--- src/rtl/regfile_seq.sv ---
// Multi-cycle IDLE/READ/EXEC/WB sequencer driving a registered-read register file and a combinational ALU.
// Define REGFILE_SEQ_IMM_EN to execute immediate forms; otherwise ops 1..E retire as illegal.
module regfile_seq (
    input  logic        clk,
    input  logic        rst,
    input  logic [15:0] inst,
    input  logic        inst_valid,
    output logic        inst_ready,
    output logic [3:0]  rf_dst_addr,
    output logic [3:0]  rf_src_addr,
    input  logic [15:0] rf_dst_data,
    input  logic [15:0] rf_src_data,
    output logic        rf_write,
    output logic [15:0] rf_wdata,
    output logic [3:0]  alu_op,
    output logic [15:0] alu_a,
    output logic [15:0] alu_b,
    input  logic [15:0] alu_result,
    input  logic [2:0]  alu_flags,
    output logic [2:0]  flags,
    output logic        done,
    output logic        illegal
);

    typedef enum logic [1:0] {S_IDLE, S_READ, S_EXEC, S_WB} state_t;

    state_t      r_state;
    state_t      w_state_next;
    logic [15:0] r_inst;
    logic [15:0] r_result;
    logic [2:0]  r_flags;

    logic [3:0]  w_op;
    logic [3:0]  w_rd;
    logic [3:0]  w_ext;
    logic [3:0]  w_rs;
    logic        w_is_rr;
    logic        w_is_nop;
    logic        w_exec;
    logic        w_illegal;
    logic        w_writes;
    logic [3:0]  w_eff_op;
    logic [3:0]  w_src_addr;
    logic [15:0] w_b_operand;

    assign w_op     = r_inst[15:12];
    assign w_rd     = r_inst[11:8];
    assign w_ext    = r_inst[7:4];
    assign w_rs     = r_inst[3:0];
    assign w_is_rr  = (w_op == 4'h0);
    assign w_is_nop = (w_op == 4'hF);
    assign w_eff_op = w_is_rr ? w_ext : w_op;
    // Immediate forms never read a source register, so the src port is parked at R0.
    assign w_src_addr = w_is_rr ? w_rs : 4'h0;

`ifdef REGFILE_SEQ_IMM_EN
    assign w_exec      = !w_is_nop;
    assign w_illegal   = 1'b0;
    assign w_b_operand = w_is_rr ? rf_src_data : {{8{r_inst[7]}}, r_inst[7:0]};
`else
    assign w_exec      = w_is_rr;
    assign w_illegal   = !w_is_rr && !w_is_nop;
    assign w_b_operand = rf_src_data;
`endif

    // Compare only sets flags; every other executed op writes its result back.
    assign w_writes = w_exec && (w_eff_op != 4'hB);

    always_ff @(posedge clk) begin
        if (rst) begin
            r_state  <= S_IDLE;
            r_inst   <= 16'h0000;
            r_result <= 16'h0000;
            r_flags  <= 3'b000;
        end else begin
            r_state <= w_state_next;
            if (r_state == S_IDLE && inst_valid) begin
                r_inst <= inst;
            end
            if (r_state == S_EXEC && w_exec) begin
                r_result <= alu_result;
                r_flags  <= alu_flags;
            end
        end
    end

    always_comb begin
        w_state_next = r_state;
        case (r_state)
            S_IDLE:  if (inst_valid) w_state_next = S_READ;
            S_READ:  w_state_next = S_EXEC;
            S_EXEC:  w_state_next = S_WB;
            S_WB:    w_state_next = S_IDLE;
            default: w_state_next = S_IDLE;
        endcase
    end

    // Outputs are forced low during reset so a reset in WB cannot leak a write or done.
    always_comb begin
        inst_ready  = 1'b0;
        rf_dst_addr = 4'h0;
        rf_src_addr = 4'h0;
        rf_write    = 1'b0;
        rf_wdata    = 16'h0000;
        alu_op      = 4'h0;
        alu_a       = 16'h0000;
        alu_b       = 16'h0000;
        done        = 1'b0;
        illegal     = 1'b0;
        if (!rst) begin
            case (r_state)
                S_IDLE: inst_ready = 1'b1;
                S_READ: begin
                    rf_dst_addr = w_rd;
                    rf_src_addr = w_src_addr;
                end
                S_EXEC: begin
                    rf_dst_addr = w_rd;
                    rf_src_addr = w_src_addr;
                    if (w_exec) begin
                        alu_op = w_eff_op;
                        alu_a  = rf_dst_data;
                        alu_b  = w_b_operand;
                    end
                end
                S_WB: begin
                    rf_dst_addr = w_rd;
                    rf_src_addr = w_src_addr;
                    rf_write    = w_writes;
                    rf_wdata    = r_result;
                    done        = 1'b1;
                    illegal     = w_illegal;
                end
                default: inst_ready = 1'b0;
            endcase
        end
    end

    assign flags = r_flags;

endmodule

--- config.mk ---
export PLATFORM = sky130hd
export DESIGN_NAME = regfile_seq
export DESIGN_NICKNAME = d
export VERILOG_FILES = /design/src/rtl/regfile_seq.sv
export SDC_FILE = /design/constraint.sdc
export NUM_CORES = 1
export LEC_CHECK = 0
export ABC_CLOCK_PERIOD_IN_PS = 4500
export CAP_MARGIN = 10
export CORE_AREA = 2 2 76 78
export CTS_CLUSTER_SIZE = 40
export DETAILED_ROUTE_END_ITERATION = 6
export DIE_AREA = 0 0 78 80
export PLACE_DENSITY = 0.85
export SYNTH_ARGS = -nofsm -noshare
export SYNTH_HDL_FRONTEND = slang
export SYNTH_SLANG_ARGS = --single-unit
export TNS_END_PERCENT = 100
--- constraint.sdc ---
create_clock -name clk -period 4.5 [get_ports clk]
set_input_delay 0.9 -clock clk [delete_from_list [all_inputs] [get_ports clk]]
set_output_delay 0.9 -clock clk [all_outputs]
set_load 0.005 [all_outputs]
==> flow_summary.ini <==
[global_route]
global_route.usage.total_pct = 21.2
via_count_of_the_first_global_routing_pass = 2104
grt_residual_overflow = 0
largest_net_degree_at_the_start_of_global_routing = 43
grt_first_pass_wirelength_um = 10200
grt_antenna_before_repair = 2

[detailed_routing]
via_count = 2184
detail_route.wl_per_cell_um = 14.2
drc = 0
routed_vias_inst = 4.67
drtAntennaViolNets = 0
drt_first_iter_violations = 157
drt_wl_total_um = 6650
detailedRoute.firstPassIterationCount = 5

[sta]
timing.final.max_slew_violations = 0
post-route-period-util_pct = 82.7
timing.final.crit_period_ps = 3720
grt_setup_unrepaired = false
fmax_mhz = 269
worst_pin_slew_ps = 586
final_sum_of_negative_setup_slack_ps = 0
finalHoldWorstSlack_ps = 451
setup_viol = 0
maxSlewHeadroom_pct = 60.8
final.setup_skew_ps = 3.84
final-hold-violation-count = 0

[floorplanning]
std_cell_rows = 27
fp.dieH_um = 80
fp.dieW_um = 78
pin_count = 137
dieArea_mm2 = 0.00624
floorplan.core_area_mm2 = 0.00541
floorplan.initialDensity_pct = 36.7

[yosys]
mean_cell_area_of_the_mapped_netlist_um2 = 7.43
syn-instance-count = 267
synth_seq_cells = 37
ys.warnings.count = 0
syn_nets = 341
synth_cell_types = 24
yosysSeqAreaShare_pct = 37.3
area_of_the_mapped_netlist_mm2 = 0.00198

[clocking]
postCtsSetupRepairBufs = 0
clkTransAtPathRegs_ps = 70
tritoncts = yes
cts.sinks = 37
clockRootBuffer = sky130_fd_sc_hd__clkbuf_8
ctsHtreeMaxLevel = 2
post_cts_resized = 0
worst_skew_pair.late_latency_ps = 280
cts-root-to-sink-buffers = 2
hold_buffers = 0
inserted_clock_buffers = 5

[power]
final_total_pwr_mw = 1.09
ir_drop_mv = 0.204
powerDensity_mw_per_mm2 = 313
leakage_nw = 1.34

[placed_design]
post_detailed_placement_half_perimeter_wirelength_um = 5150
io_buffer_count = 136
routabilityCongestion = 0.760

[layout]
final.fill_count = 487
layout.area.seq_um2 = 741
area_growth_syn_to_layout_pct = 74.6
layout.core_utilization_pct = 64.1
post_route_cells_drive_above_1_share_pct = 3.29
finish.net_count = 469
multi_input_comb_area_mm2 = 0.00107

[status]
outcome = finished clean

[flow_run]
max-cap-violations = 0

[worst_setup_path]
timing.critical_path.from_type = input port
data_arrival_time_at_the_worst_slack_endpoint_ps = 2820
timing.critical_path.fanout_max = 12
ff2ff_path_depth = 3
worstPathRequired_ps = 3600
criticalPathCategory = input port to primary output
critical_path.endpoint_type = primary output

[min_path]
min_path_type = flop to flop
worst_hold_path.num_cells = 2
==> final cells by class <==
cell class                      count  share of cell area (%)
Timing Repair Buffer              140                    40.2
Multi-Input combinational cell    189                    30.9
Sequential cell                    37                    21.4
Tap cell                           72                    2.60
Clock buffer                        7                    2.49
Inverter                           22                    2.38
Antenna cell                        1                  0.0722
==> flip-flops by register name, indices dropped and copies added (netlist names) <==
name,flops
flags,3
r_result,16
r_state,2
r_inst,16
==> per-layer routing <==
layer  up-vias  share of wire [%]  GRT usage [%]
met5         -               0.20              0
met4         2               0.66           4.91
met3         6                 12           9.73
met2        95                 48           38.1
met1       973                 39           22.8
li1       1108                  -              -
==> critical path: stages <==
cell and delay (ps):
sky130_fd_sc_hd__clkdlybuf4s50_1 480, sky130_fd_sc_hd__nor2b_1 500, sky130_fd_sc_hd__buf_4 270, sky130_fd_sc_hd__and2_1 150, sky130_fd_sc_hd__clkdlybuf4s50_1 500
==> through the flow <==
stage               instances  instance area [µm²]  worst slack (ps)
finish                    468                 3460               779
global route              467                 3460               659
CTS                       467                 3460               754
detailed placement        460                 3380               766
global placement          460                 3380               856
floorplan                 267                 1980              2010
==> logic make-up after synthesis <==
logic type | synth area share [%]
AOI/OAI and AO/OA | 14.4
adders and majority gates | 2.52
buffers and inverters | 8.70
DFF | 37.3
muxes | 0.504
and+or+nand+nor | 36.6
==> cells in the mapped netlist <==
library cell	instances	share of area, %
sky130_fd_sc_hd__and2_1	61	19
sky130_fd_sc_hd__nor2b_1	2	0.63
sky130_fd_sc_hd__dfxtp_1	37	37
sky130_fd_sc_hd__nand4_1	1	0.32
sky130_fd_sc_hd__nand2_1	33	6.2
sky130_fd_sc_hd__inv_1	22	4.2
sky130_fd_sc_hd__nor4_1	1	0.32
sky130_fd_sc_hd__clkbuf_1	14	2.6
sky130_fd_sc_hd__nand2b_1	1	0.32
sky130_fd_sc_hd__or4_4	1	0.57
sky130_fd_sc_hd__a21oi_1	35	8.8
sky130_fd_sc_hd__clkbuf_2	3	0.76
sky130_fd_sc_hd__nor3_4	1	0.82
sky130_fd_sc_hd__a22oi_1	1	0.38
sky130_fd_sc_hd__a211oi_1	1	0.38
sky130_fd_sc_hd__nor3b_1	1	0.38
sky130_fd_sc_hd__ha_1	4	2.5
sky130_fd_sc_hd__and3_1	1	0.32
sky130_fd_sc_hd__o21ai_0	19	4.8
sky130_fd_sc_hd__buf_6	2	1.1
sky130_fd_sc_hd__nor3_2	1	0.50
sky130_fd_sc_hd__or3_1	19	6.0
sky130_fd_sc_hd__nor2_1	5	0.95
sky130_fd_sc_hd__mux2i_1	1	0.50
==> worst paths after layout <==
kind                                  from           end  slack [ps]
worst max-delay path                   rst   rf_wdata[4]         780
worst min-delay path             r_inst[0]     r_inst[0]         450
worst max register to register  r_inst[12]  r_result[11]        2830
worst min register to register   r_inst[0]     r_inst[0]         450
==> power breakdown <==
part           internal, mW  switching (mW)  leakage [nW]
registers             0.384          0.0325         0.301
logic                 0.210           0.227         0.990
clock network         0.122           0.110        0.0443
total                 0.716           0.370          1.34
==> layout by cell type, fill, tap and decap left out, types with 2 or more instances in the layout <==
cell type / netlist / final
sky130_fd_sc_hd__clkdlybuf4s50_1: 0 / 136
sky130_fd_sc_hd__and2_1: 61 / 61
sky130_fd_sc_hd__dfxtp_1: 37 / 37
sky130_fd_sc_hd__a21oi_1: 35 / 35
sky130_fd_sc_hd__nand2_1: 33 / 33
sky130_fd_sc_hd__inv_1: 22 / 22
sky130_fd_sc_hd__or3_1: 19 / 19
sky130_fd_sc_hd__o21ai_0: 19 / 19
sky130_fd_sc_hd__clkbuf_8: 0 / 6
sky130_fd_sc_hd__nor2_1: 5 / 5
sky130_fd_sc_hd__ha_1: 4 / 4
sky130_fd_sc_hd__buf_4: 0 / 4
sky130_fd_sc_hd__nor2b_1: 2 / 2
Note: power is estimated with default switching activity, not from simulation.
